File: src/rtl/exception_controller_pkg.sv
// exception_controller_pkg: FSM state encoding and memory-stage cause codes shared with the address checker.
package exception_controller_pkg;
  typedef enum logic [2:0] {
    ST_IDLE,
    ST_FLUSH,
    ST_FETCH,
    ST_REDIRECT,
    ST_HALT
  } state_t;
  typedef enum logic [1:0] {
    CAUSE_NONE      = 2'b00,
    CAUSE_INVALID   = 2'b01,
    CAUSE_PROTECTED = 2'b10,
    CAUSE_RESERVED  = 2'b11
  } cause_t;
  localparam logic [7:0] EXC_COUNT_MAX = 8'hff;
  function automatic logic is_fault(input logic [1:0] c);
    return c == CAUSE_INVALID || c == CAUSE_PROTECTED;
  endfunction
endpackage

File: src/rtl/exception_controller_if.sv
// exception_controller_if: pipeline-side and vector-fetch signals of the exception controller.
interface exception_controller_if;
  logic [1:0]  i_change_epc;
  logic        i_mem_valid;
  logic [31:0] i_mem_pc;
  logic        o_vec_req;
  logic [31:0] o_vec_addr;
  logic        i_vec_ack;
  logic [31:0] i_vec_data;
  logic        o_flush;
  logic        o_stall;
  logic        o_pc_sel;
  logic [31:0] o_pc_target;
  logic [31:0] o_epc;
  logic [1:0]  o_cause;
  logic        o_halt;
  logic [7:0]  o_exc_count;
  modport master (
    output i_change_epc, i_mem_valid, i_mem_pc, i_vec_ack, i_vec_data,
    input  o_vec_req, o_vec_addr, o_flush, o_stall, o_pc_sel, o_pc_target,
           o_epc, o_cause, o_halt, o_exc_count
  );
  modport slave (
    input  i_change_epc, i_mem_valid, i_mem_pc, i_vec_ack, i_vec_data,
    output o_vec_req, o_vec_addr, o_flush, o_stall, o_pc_sel, o_pc_target,
           o_epc, o_cause, o_halt, o_exc_count
  );
endinterface

File: src/rtl/exc_wait_timer.sv
// exc_wait_timer: counts unacknowledged vector-fetch cycles; expired flags the last allowed cycle.
module exc_wait_timer #(
  parameter int TIMEOUT = 15
) (
  input  logic clk,
  input  logic rst_n,
  input  logic run,
  output logic expired
);
  localparam int W = $clog2(TIMEOUT + 1);
  logic [W-1:0] cnt;
  always_ff @(posedge clk or negedge rst_n)
    if (!rst_n) cnt <= '0;
    else cnt <= run ? cnt + 1'b1 : '0;
  // cnt lags the FETCH cycle number by one, so TIMEOUT-1 marks the final cycle
  assign expired = run && cnt == W'(TIMEOUT - 1);
endmodule

File: src/rtl/exception_controller.sv
// exception_controller: captures memory-stage faults, flushes, fetches the handler vector and redirects the PC.
module exception_controller
  import exception_controller_pkg::*;
#(
  parameter logic [31:0] VEC_ADDR_INVALID   = 32'h0000_0002,
  parameter logic [31:0] VEC_ADDR_PROTECTED = 32'h0000_0003,
  parameter int          TIMEOUT            = 15
) (
  input logic                  i_clk,
  input logic                  i_rst_n,
  exception_controller_if.slave bus
);
  state_t      state, state_nxt;
  logic [1:0]  cause;
  logic [31:0] epc, target;
  logic [7:0]  exc_count;
  logic        accept, wait_run, expired;
  assign accept   = state == ST_IDLE && bus.i_mem_valid && is_fault(bus.i_change_epc);
  assign wait_run = state == ST_FETCH && !bus.i_vec_ack;
  exc_wait_timer #(.TIMEOUT(TIMEOUT)) u_timer (
    .clk    (i_clk),
    .rst_n  (i_rst_n),
    .run    (wait_run),
    .expired(expired)
  );
  always_ff @(posedge i_clk or negedge i_rst_n)
    if (!i_rst_n) begin
      state     <= ST_IDLE;
      epc       <= '0;
      cause     <= CAUSE_NONE;
      target    <= '0;
      exc_count <= '0;
    end else begin
      state <= state_nxt;
      if (accept) begin
        epc       <= bus.i_mem_pc;
        cause     <= bus.i_change_epc;
        exc_count <= exc_count + {7'd0, exc_count != EXC_COUNT_MAX};
      end
      if (state == ST_FETCH && bus.i_vec_ack) target <= bus.i_vec_data;
    end
  always_comb begin
    state_nxt = state;
    case (state)
      ST_IDLE:     state_nxt = accept ? ST_FLUSH : ST_IDLE;
      ST_FLUSH:    state_nxt = ST_FETCH;
      ST_FETCH:    state_nxt = bus.i_vec_ack ? ST_REDIRECT : expired ? ST_HALT : ST_FETCH;
      ST_REDIRECT: state_nxt = ST_IDLE;
      default:     state_nxt = state;
    endcase
  end
  assign bus.o_flush     = state == ST_FLUSH;
  assign bus.o_stall     = state != ST_IDLE;
  assign bus.o_vec_req   = state == ST_FETCH;
  assign bus.o_pc_sel    = state == ST_REDIRECT;
  assign bus.o_halt      = state == ST_HALT;
  assign bus.o_vec_addr  = state != ST_FETCH ? '0 :
                           cause == CAUSE_INVALID ? VEC_ADDR_INVALID : VEC_ADDR_PROTECTED;
  assign bus.o_pc_target = target;
  assign bus.o_epc       = epc;
  assign bus.o_cause     = cause;
  assign bus.o_exc_count = exc_count;
endmodule

File: src/flat_wrapper.sv
// flat-port wrapper written by rule: the top's interface ports become plain ports
module exception_controller_flat import exception_controller_pkg::*;
#(
  parameter logic [31:0] VEC_ADDR_INVALID   = 32'h0000_0002,
  parameter logic [31:0] VEC_ADDR_PROTECTED = 32'h0000_0003,
  parameter int          TIMEOUT            = 15
)
  (i_clk, i_rst_n, bus_i_change_epc, bus_i_mem_valid, bus_i_mem_pc, bus_i_vec_ack, bus_i_vec_data, bus_o_vec_req, bus_o_vec_addr, bus_o_flush, bus_o_stall, bus_o_pc_sel, bus_o_pc_target, bus_o_epc, bus_o_cause, bus_o_halt, bus_o_exc_count);
  exception_controller_if bus_i ();
  input logic i_clk;
  input logic i_rst_n;
  input wire logic [$bits(bus_i.i_change_epc)-1:0] bus_i_change_epc;
  input wire logic [$bits(bus_i.i_mem_valid)-1:0] bus_i_mem_valid;
  input wire logic [$bits(bus_i.i_mem_pc)-1:0] bus_i_mem_pc;
  input wire logic [$bits(bus_i.i_vec_ack)-1:0] bus_i_vec_ack;
  input wire logic [$bits(bus_i.i_vec_data)-1:0] bus_i_vec_data;
  output wire logic [$bits(bus_i.o_vec_req)-1:0] bus_o_vec_req;
  output wire logic [$bits(bus_i.o_vec_addr)-1:0] bus_o_vec_addr;
  output wire logic [$bits(bus_i.o_flush)-1:0] bus_o_flush;
  output wire logic [$bits(bus_i.o_stall)-1:0] bus_o_stall;
  output wire logic [$bits(bus_i.o_pc_sel)-1:0] bus_o_pc_sel;
  output wire logic [$bits(bus_i.o_pc_target)-1:0] bus_o_pc_target;
  output wire logic [$bits(bus_i.o_epc)-1:0] bus_o_epc;
  output wire logic [$bits(bus_i.o_cause)-1:0] bus_o_cause;
  output wire logic [$bits(bus_i.o_halt)-1:0] bus_o_halt;
  output wire logic [$bits(bus_i.o_exc_count)-1:0] bus_o_exc_count;
  assign bus_i.i_change_epc = bus_i_change_epc;
  assign bus_i.i_mem_valid = bus_i_mem_valid;
  assign bus_i.i_mem_pc = bus_i_mem_pc;
  assign bus_i.i_vec_ack = bus_i_vec_ack;
  assign bus_i.i_vec_data = bus_i_vec_data;
  assign bus_o_vec_req = bus_i.o_vec_req;
  assign bus_o_vec_addr = bus_i.o_vec_addr;
  assign bus_o_flush = bus_i.o_flush;
  assign bus_o_stall = bus_i.o_stall;
  assign bus_o_pc_sel = bus_i.o_pc_sel;
  assign bus_o_pc_target = bus_i.o_pc_target;
  assign bus_o_epc = bus_i.o_epc;
  assign bus_o_cause = bus_i.o_cause;
  assign bus_o_halt = bus_i.o_halt;
  assign bus_o_exc_count = bus_i.o_exc_count;
  exception_controller #(.VEC_ADDR_INVALID(VEC_ADDR_INVALID), .VEC_ADDR_PROTECTED(VEC_ADDR_PROTECTED), .TIMEOUT(TIMEOUT)) u_core (.i_clk(i_clk), .i_rst_n(i_rst_n), .bus(bus_i));
endmodule
File: config.mk
export PLATFORM = sky130hd
export DESIGN_NAME = exception_controller_flat
export DESIGN_NICKNAME = d
export VERILOG_FILES = /design/src/rtl/exception_controller_pkg.sv /design/src/rtl/exception_controller_if.sv /design/src/rtl/exc_wait_timer.sv /design/src/rtl/exception_controller.sv /design/src/flat_wrapper.sv
export SDC_FILE = /design/constraint.sdc
export NUM_CORES = 1
export LEC_CHECK = 0
export BUFFER_PORTS_ARGS = -buffer_cell sky130_fd_sc_hd__clkbuf_2
export CAP_MARGIN = 20
export CORE_ASPECT_RATIO = 1.1
export CORE_MARGIN = 5
export CORE_UTILIZATION = 30
export DETAILED_ROUTE_END_ITERATION = 10
export MAX_ROUTING_LAYER = met4
export SLEW_MARGIN = 20
export SYNTH_ARGS = -nofsm -noshare
export SYNTH_HDL_FRONTEND = slang
export SYNTH_SLANG_ARGS = --single-unit
File: constraint.sdc
create_clock -name i_clk -period 5.95 [get_ports i_clk]
set_input_delay 0.595 -clock i_clk [delete_from_list [all_inputs] [get_ports i_clk]]
set_output_delay 0.595 -clock i_clk [all_outputs]
set_load 0.05 [all_outputs]
======== Word-level counts from Yosys, hierarchy flattened ========
Index checks and enable logic that the tools add are counted.
storage, ports and cells
  bits in registers ....................... 81
  input port bits ......................... 70
  word-level logic and storage cells ...... 35
cells by class
  $add $sub $neg .......................... 2
  equality and inequality tests ........... 10
  multiplexer cells ....................... 7
  reduce and logical (&&, ||, !) cells .... 10
operators by type and width
  cell                                                  count
  two-way mux 32 bit                                    1
  case mux 3 bit (4 select lines)                       1
  adder 8 x 1 -> 8 bit                                  1
  != test 8 bit (second input constant)                 1
  equality test 3 x 2 -> 1 bit (second input constant)  2
  two-way mux 3 bit                                     2
  logical AND 1 bit                                     5
  adder 4 x 1 -> 4 bit (second input constant)          1
  equality test 2 x 1 -> 1 bit (second input constant)  2
  equality test 4 bit (second input constant)           1
  two-way mux 4 bit                                     1
  nonzero test 4 bit                                    1
  equality test 3 x 1 -> 1 bit (second input constant)  1
  equality test 3 bit (second input constant)           1
  zero test 3 bit                                       1
  != test 3 x 2 -> 1 bit (second input constant)        1
  nonzero test 3 bit                                    1
  equality test 2 bit (second input constant)           1
  two-way mux 1 bit                                     2
  zero test 1 bit                                       1
  logical OR 1 bit                                      1

======== Depth between registers and ports, before layout ========
Gate-level depths: netlist of the first run.
  depth in word-level cells ............... 6
  mapped depth ............................ 7
  mapped depth without buffers ............ 7

======== Hierarchy ========
From an unflattened synthesis of the first run, not the netlist that was laid out.
unflattened totals
  cell total of the unflattened synthesis .. 245
  area total of the unflattened synthesis .. 3,602.2 sq um
by module, submodules not included
  module                instances  cells an instance  area each (sq um)  seq. area each (sq um)
  exception_controller  1          229                3,410.8            1,926.8
  exc_wait_timer        1          16                 191.4              100.1

======== Least setup slack after synthesis of the first run ========
Ideal clock, no wire load.
  path type ............................... register to output
  start point ............................. register u_core.state[1]
  end point ............................... output port bus_o_vec_addr[0]
  arrival ................................. 2.860 ns
  required time ........................... 5.355 ns
  setup slack ............................. 2.495 ns
  stages on the path, launching flop included .. 4
  path buffers ............................ 0
  cell sequence ........................... dfrtp_1 inv_1 nor3_1 a21boi_0
between the ends
  word-level cells in the longest chain between the ends .. 2
RTL lines
  what                    RTL line                    RTL
  start, declared         exception_controller.sv:13  state_t state, state_nxt;
  start signal, assigned  exception_controller.sv:34  state <= state_nxt;
  != test 3 x 2 -> 1 bit  exception_controller.sv:57  assign bus.o_vec_addr = state != ST_FETCH ? '0 :
  two-way mux 32 bit      exception_controller.sv:57
  end, declared           flat_wrapper.sv:18          output wire logic [$bits(bus_i.o_vec_addr)-1:0] bus_o_vec_addr;
No other way between the ends.

======== Final worst setup path of the first run ========
Ends and elaborated chain as after synthesis.

==> impl_metrics.toml, run 1 <==
[outcome]
status = "completed"

[clock_tree]
path_clk_slew_ns = 0.06
post-cts-setup-buffers = 0
ctsResizeCount = 0
worstSkewPairLatency_ns = 0.32
cts.hold.buffers_added = 0
clk_root_buffer_cell = "clkbuf_16"
cts_buffer_depth = 2
cts_tree = "done"
htree_num_levels = 3
clock-sinks = 81
cts_buffers = 9

[floorplanning]
start_util = 0.309
dieArea_um2 = 14200
core-area_um2 = 11600
rows = 41
io_pins = 181
dieWidth_um = 114
die_h_um = 125

[drt]
drcViolationCount = 0
drt-pass1-iter-count = 4
via_per_inst = 4.19
drtIter0Drc = 109
drt_wl_total_um = 7580
vias = 2297
antenna_left = 0
routedWlPerCell_um = 13.8

[place]
portBuffers = 150
dp_hpwl_um = 5600
placement.cell_area_um2 = 4310
place_congestion = 0.722

[setup_path]
crit_required_ns = 5.36
worstSetupPathType = "reg -> out"
cp-end-kind = "output pin"
reg2reg_from = "u_core.state[2]$_DFFE_PN0P_"
critPathTopFamily = "flip-flops"
cp_num_buf_inv = 2
cp_data_arrival_time_ns = 1.60
critPathMaxStageDelay_ns = 0.45
crit_chain = "inv_1 > nor3_1 > a21boi_0 > clkbuf_2"
crit_path_start_kind = "flip-flop"
rr_worst_depth = 3
rrSetupSlack_ns = 3.76
r2r_end = "u_core.bus.o_epc[4]$_DFFE_PN0P_"
critPathSlowestCell = "dfrtp_1"
critical_path.max_fanout = 9

[sta]
tightest_slew_ns = 0.855
rsz0062_at_grt = "false"
finalSetupTns_ns = 0
fin_crit_ns = 2.20
min_period_over_period = 0.369
relSlewSlack = 0.430
slew_violations = 0
hold_viol_final = 0
fmax_mhz = 455
setup_viol = 0
fin_skew_ns = 0.00454

[final_layout]
n_antenna_cell = 0
synthToLayoutAreaGrowth_pct = 29.1
final_layout_size_suffix_gt1_frac = 0.590
num-nets-final = 467
finalInstanceArea_um2 = 4620
final_util = 0.399

[yosys]
ys_seq_elements = 81
post_synth.cell_area_avg_um2 = 14.7
seq_area_frac_synth = 0.566
synth_area_um2 = 3580
netlist_instances = 244
synth_edf_count = 0
async_flop_share = 1.00
ys.flop_type = "dfrtp_1"
ys_types = 33
synth_warnings = 0

[global_route]
grt_pass1_wl_um = 12100
gr-total-overflow = 0
antenna_found_initial = 0
grt_pass1_vias = 2409
grt_max_degree = 82
grt_usage = 0.110

[run]
cap_violations = 0

[min_path]
holdCritPathClass = "in -> async"
## synthesized netlist by cell type, types with 2 or more instances
master / n / area share
nand4_1: 2 / 0.0035
dfrtp_1: 81 / 0.57
mux2_2: 39 / 0.12
xor2_1: 7 / 0.017
nor3_1: 4 / 0.0056
nor4_1: 3 / 0.0052
xnor2_1: 2 / 0.0049
nand3_1: 6 / 0.0084
buf_12: 3 / 0.017
nor2_1: 6 / 0.0063
nand2_1: 2 / 0.0021
clkbuf_1: 5 / 0.0052
ha_1: 4 / 0.014
buf_4: 31 / 0.065
inv_1: 4 / 0.0042
mux2_4: 28 / 0.12
## how the worst max path moves through the flow
stage	startpoint	end	depth (start not counted)
after floorplan	u_core.state[1]$_DFFE_PN0P_	bus_o_vec_addr[0]	3
after global placement	bus_i_change_epc[0]	u_core.bus.o_epc[0]$_DFFE_PN0P_	4
after detailed placement	bus_i_change_epc[0]	u_core.bus.o_epc[30]$_DFFE_PN0P_	4
after CTS	u_core.state[1]$_DFFE_PN0P_	bus_o_vec_addr[0]	4
after global routing	u_core.state[1]$_DFFE_PN0P_	bus_o_vec_addr[0]	4
final	u_core.state[1]$_DFFE_PN0P_	bus_o_vec_addr[0]	4
## layout make-up
class / count / area [µm²]
Clock buffer: 11 / 233
Clock inverter: 5 / 80.1
Fill cell: 1135 / 6970
Inverter: 4 / 15.0
Multi-Input combinational cell: 147 / 1320
Sequential cell: 81 / 2030
Tap cell: 150 / 188
Timing Repair Buffer: 150 / 757
## registers in the layout, indices dropped and copies added, names as in the netlist
name	cells
u_core.u_timer.cnt	4
u_core.bus.o_cause	2
u_core.bus.o_pc_target	32
u_core.bus.o_exc_count	8
u_core.state	3
u_core.bus.o_epc	32
## layer usage
layer / track usage / wire (µm) / part of all wire
met1: 0.132 / 3080 / 0.41
met2: 0.165 / 3550 / 0.47
met3: 0.0398 / 827 / 0.11
met4: 0.0482 / 127 / 0.017
met5: - / 0 / 0
## cells by family (layout without fill, tap and decap cells)
family	after synthesis	count (layout)	synth area share
xor+xnor	9	9	0.0220
simple gates	31	31	0.0493
compound gates	5	5	0.00908
mux	68	68	0.243
other cells	1	30	0.00105
flops	81	81	0.566
fa+ha+maj	4	4	0.0140
buf+inv	45	170	0.0957
## cells in the final DEF, fill, tap and decap left out, types with 2 or more instances in the layout
cell type   instances
clkbuf_1            2
nor4_1              3
conb_1             30
dfrtp_1            81
xor2_1              7
ha_1                4
nand3_1             6
nor3_1              4
mux2_2             39
clkbuf_16           9
inv_1               4
mux2_4             28
nor2_1              6
nand4_1             2
clkinvlp_4          2
xnor2_1             2
nand2_1             2
bufinv_16           2
clkbuf_2          149
## stage by stage
step	instances	worst slack [ns]	hold WS, ns
3_3_place_gp	532	3.28	0.473
3_5_place_dp	532	3.56	0.481
5_1_grt	548	3.64	0.374
2_1_floorplan	273	2.49	0.299
6_report	548	3.75	0.303
4_1_cts	548	3.72	0.472
Power of run 1 is not shown: default switching activity piles up to over one toggle a cycle in this logic, so the estimate is an artifact.
==> run 2, diff against run 1 <==
==> constraint.sdc (replaced) <==
create_clock -name i_clk -period 1.83 [get_ports i_clk]
set_input_delay 0.183 -clock i_clk [delete_from_list [all_inputs] [get_ports i_clk]]
set_output_delay 0.183 -clock i_clk [all_outputs]
set_load 0.05 [all_outputs]
==> impl_metrics.toml, run 2 (synthesis results as in run 1) <==
[outcome]
status = "completed"

[setup_path]
crit_start = "u_core.state[1]$_DFFE_PN0P_"
r2r_end = "u_core.bus.o_epc[20]$_DFFE_PN0P_"
rrSetupSlack_ns = 0.0003
crit_path_start_kind = "flip-flop"
reg2reg_from = "u_core.state[1]$_DFFE_PN0P_"
worstSetupPathType = "reg -> reg"
cp-end-kind = "flip-flop"
cp_data_arrival_time_ns = 2.04
critical_path.max_fanout = 16
rr_worst_depth = 4
crit_required_ns = 2.04

[floorplanning]
io_pins = 181
rows = 41
start_util = 0.309
dieWidth_um = 114
core-area_um2 = 11600
die_h_um = 125
dieArea_um2 = 14200

[place]
place_congestion = 0.768
dp_hpwl_um = 6020
place_inst = 544
portBuffers = 150

[final_layout]
n_antenna_cell = 0
final_common_cell = "clkbuf_2"
final_cell_mix = "149 x clkbuf_2, 73 x dfrtp_1, 39 x mux2_2, 30 x conb_1, 28 x mux2_4"
num-nets-final = 483
synthToLayoutAreaGrowth_pct = 35.0
final_cells = 564
final_layout_size_suffix_gt1_frac = 0.638

[drt]
drt-pass1-iter-count = 4
antenna_left = 0
drtIter0Drc = 64
vias = 2387
drcViolationCount = 0
routedWlPerCell_um = 14.2
via_per_inst = 4.23
drt_wl_total_um = 8030

[global_route]
antenna_found_initial = 0
gr-total-overflow = 0
grt_pass1_vias = 2603
grt_usage = 0.117
grt_max_degree = 44
grt_pass1_wl_um = 13100

[sta]
hold_viol_final = 0
fmax_mhz = 547
slew_violations = 0
fin_skew_ns = 0.00330
setup_viol = 0
tightest_slew_ns = 0.527
rsz0062_at_grt = "true"
min_period_over_period = 1.00
relSlewSlack = 0.649
fin_crit_ns = 1.83

[clock_tree]
cts_buffers = 9
cts_tree = "done"
clk_root_buffer_cell = "clkbuf_16"
cts_buffer_depth = 2
clock-sinks = 81
worstSkewPairLatency_ns = 0.32
path_clk_slew_ns = 0.06
htree_num_levels = 3

[min_path]
worstHoldStart = "bus_i_vec_data[28]"
holdPathEnd = "u_core.bus.o_pc_target[28]$_DFFE_PN0P_"
hold_path_depth = 2
holdCritPathClass = "in -> reg"

[run]
cap_violations = 0
run 2: cell count changes in the layout (fill, tap and decap cells not counted), moves of 2 or more:
cell	delta
dfrtp_2	+8
nor4_2	+2
clkbuf_8	+3
buf_4	+12
clkinvlp_4	-2
buf_12	+3
dfrtp_1	-8
nor4_1	-2
run 2: what timing repair did:
item                                    CTS  global route
cloned                                    1             0
endpoints found under the hold margin    38             0
hold buffers                              1             0
pin swaps                                 1             4
gates resized for setup                   3             2
setup buffers                             0             2
endpoints found under the setup margin   35            37
run 2: cell type report:
class / count / area [µm²]
flip-flops and latches: 81 / 2040
clock inverters: 2 / 35.0
multi-input cells: 147 / 1350
well taps: 150 / 188
clock buffers: 14 / 274
inverters: 4 / 15.0
repair buffers: 166 / 933
fillers: 1105 / 6760
run 2: per-stage QoR:
| step | cell area (µm²) | TNS [ns] | hold WS [ns] | setup slack [ns] | utilization |
|---|---|---|---|---|---|
| floorplan | 3720 | -5.03 | -0.113 | -0.174 | - |
| global placement | 4450 | -0.428 | 0.187 | -0.0212 | 0.384 |
| detailed placement | 4450 | -1.32 | 0.196 | -0.0604 | 0.384 |
| CTS | 4810 | -0.236 | 0.0677 | -0.0277 | 0.415 |
| global route | 4830 | -0.496 | 0.0713 | -0.0315 | 0.417 |
| finish | 4830 | 0 | 0.0836 | 0.000288 | 0.417 |
run 2: worst max-delay path by stage:
stage / endpoint / slack, ns
after floorplan: u_core.bus.o_epc[10]$_DFFE_PN0P_ / -0.17
after global placement: u_core.bus.o_epc[14]$_DFFE_PN0P_ / -0.02
after detailed placement: u_core.bus.o_epc[20]$_DFFE_PN0P_ / -0.06
after CTS: u_core.bus.o_epc[20]$_DFFE_PN0P_ / -0.03
after global routing: u_core.bus.o_epc[20]$_DFFE_PN0P_ / -0.03
final: u_core.bus.o_epc[20]$_DFFE_PN0P_ / 0.0003
run 2: worst max-delay path: stages (launching register included):
cell and delay [ns]:
dfrtp_1 0.38, or4b_4 0.54, or2_4 0.29, buf_12 0.17, mux2_4 0.31
run 2: metal layers:
layer | up-vias | share of wire | track usage
met5 | - | 0 | -
met4 | 0 | 0.011 | 0.0370
met3 | 7 | 0.097 | 0.0442
met2 | 113 | 0.49 | 0.184
met1 | 1160 | 0.40 | 0.139
li1 | 1107 | - | -
Power of run 2 is left out for the same reason.
==> run 3, diff against run 2 <==
--- a/config.mk
+++ b/config.mk
@@ -12,6 +12,7 @@
 export CORE_UTILIZATION = 30
 export DETAILED_ROUTE_END_ITERATION = 10
 export MAX_ROUTING_LAYER = met4
+export RECOVER_POWER = 100
 export SLEW_MARGIN = 20
 export SYNTH_ARGS = -nofsm -noshare
 export SYNTH_HDL_FRONTEND = slang
==> impl_metrics.toml, run 3 (synthesis results as in run 1) <==
[floorplanning]
dieArea_um2 = 14200
start_util = 0.309
core-area_um2 = 11600
rows = 41
dieWidth_um = 114
die_h_um = 125
io_pins = 181

[setup_path]
r2r_end = "u_core.bus.o_epc[20]$_DFFE_PN0P_"
crit_required_ns = 2.03
cp-end-kind = "flip-flop"
rrSetupSlack_ns = -0.0003
reg2reg_from = "u_core.state[1]$_DFFE_PN0P_"
critical_path.max_fanout = 16
cp_data_arrival_time_ns = 2.03
crit_path_start_kind = "flip-flop"
worstSetupPathType = "reg -> reg"
crit_start = "u_core.state[1]$_DFFE_PN0P_"
rr_worst_depth = 4

[clock_tree]
path_clk_slew_ns = 0.06
cts_buffers = 9
cts_tree = "done"
htree_num_levels = 3
worstSkewPairLatency_ns = 0.32
clock-sinks = 81
cts_buffer_depth = 2
clk_root_buffer_cell = "clkbuf_16"

[sta]
setup_viol = 1
relSlewSlack = 0.333
fin_crit_ns = 1.83
min_period_over_period = 1.00
rsz0062_at_grt = "true"
slew_violations = 0
fmax_mhz = 546
tightest_slew_ns = 1.00
hold_viol_final = 0
fin_skew_ns = 0.00396
setup_ws_ns = -0.000323

[final_layout]
final_layout_size_suffix_gt1_frac = 0.452
final_util = 0.406
num-nets-final = 483
multi_input_area_um2 = 1350
final_common_cell = "clkbuf_1"
final_cell_mix = "78 x clkbuf_1, 77 x clkbuf_2, 73 x dfrtp_1, 39 x mux2_2, 30 x conb_1"
synthToLayoutAreaGrowth_pct = 31.3
seq_area_um2 = 2040
fillers = 1143
n_antenna_cell = 0

[global_route]
antenna_found_initial = 0
grt_pass1_wl_um = 13100
grt_usage = 0.117
gr-total-overflow = 0
grt_pass1_vias = 2603
grt_max_degree = 44

[drt]
drt_wl_total_um = 8070
drt-pass1-iter-count = 4
via_per_inst = 4.23
routedWlPerCell_um = 14.3
drcViolationCount = 0
antenna_left = 0
drtIter0Drc = 67
vias = 2387

[min_path]
hold_path_depth = 2
holdCritPathClass = "in -> reg"
worstHoldStart = "bus_i_vec_data[28]"
holdPathEnd = "u_core.bus.o_pc_target[28]$_DFFE_PN0P_"

[outcome]
status = "complete, but fails checks"
violations = "setup timing"

[place]
portBuffers = 150
dp_hpwl_um = 6020
place_congestion = 0.768

[run]
cap_violations = 0
[run 3: cell types whose count changed in the layout (fill, tap and decap cells not counted), sizes merged]
cell / change
clkbuf: +4
buf: -4
[run 3: area by class of cell]
class | instances | area share
Clock inverter | 2 | 0.00745
Tap cell | 150 | 0.0399
Sequential cell | 81 | 0.433
Inverter | 4 | 0.00319
Timing Repair Buffer | 166 | 0.172
Multi-Input combinational cell | 147 | 0.287
Clock buffer | 14 | 0.0583
[run 3: what timing repair did]
action,CTS,global route
pin swaps,1,4
cloned,1,0
setup buffers,0,2
hold buffers,1,0
hold endpoints to repair,38,0
setup endpoints to repair,35,37
gates resized for setup,3,2
[run 3: how the worst max path moves through the flow]
stage | end | slack, ns | depth (start not counted)
after floorplan | u_core.bus.o_epc[10]$_DFFE_PN0P_ | -0.17 | 6
after global placement | u_core.bus.o_epc[14]$_DFFE_PN0P_ | -0.02 | 4
after detailed placement | u_core.bus.o_epc[20]$_DFFE_PN0P_ | -0.06 | 4
after CTS | u_core.bus.o_epc[20]$_DFFE_PN0P_ | -0.03 | 4
after global routing | u_core.bus.o_exc_count[6]$_DFFE_PN0P_ | -0.04 | 7
final | u_core.bus.o_epc[20]$_DFFE_PN0P_ | -0.0003 | 4
[run 3: through the flow]
stage	std cells	hold slack, ns	TNS [ns]	setup slack (ns)	instance area [µm²]
CTS	562	0.0677	-0.236	-0.0277	4810
floorplan	273	-0.113	-5.03	-0.174	3720
global route	564	0.0713	-0.726	-0.0357	4700
detailed placement	544	0.196	-1.32	-0.0604	4450
finish	564	0.0832	-0.000323	-0.000323	4700
global placement	544	0.187	-0.428	-0.0212	4450
[run 3: critical path, stage by stage (launching register included)]
cell and delay (ns):
dfrtp_1 0.38, or4b_4 0.54, or2_4 0.29, buf_12 0.17, mux2_4 0.31
[run 3: routing by layer]
metal / vias up / GRT usage / wire length, µm
met4: 0 / 0.0370 / 104
met2: 113 / 0.184 / 3950
met1: 1155 / 0.139 / 3220
li1: 1111 / - / -
met5: - / - / 0
met3: 8 / 0.0442 / 797
Power of run 3 is left out for the same reason.
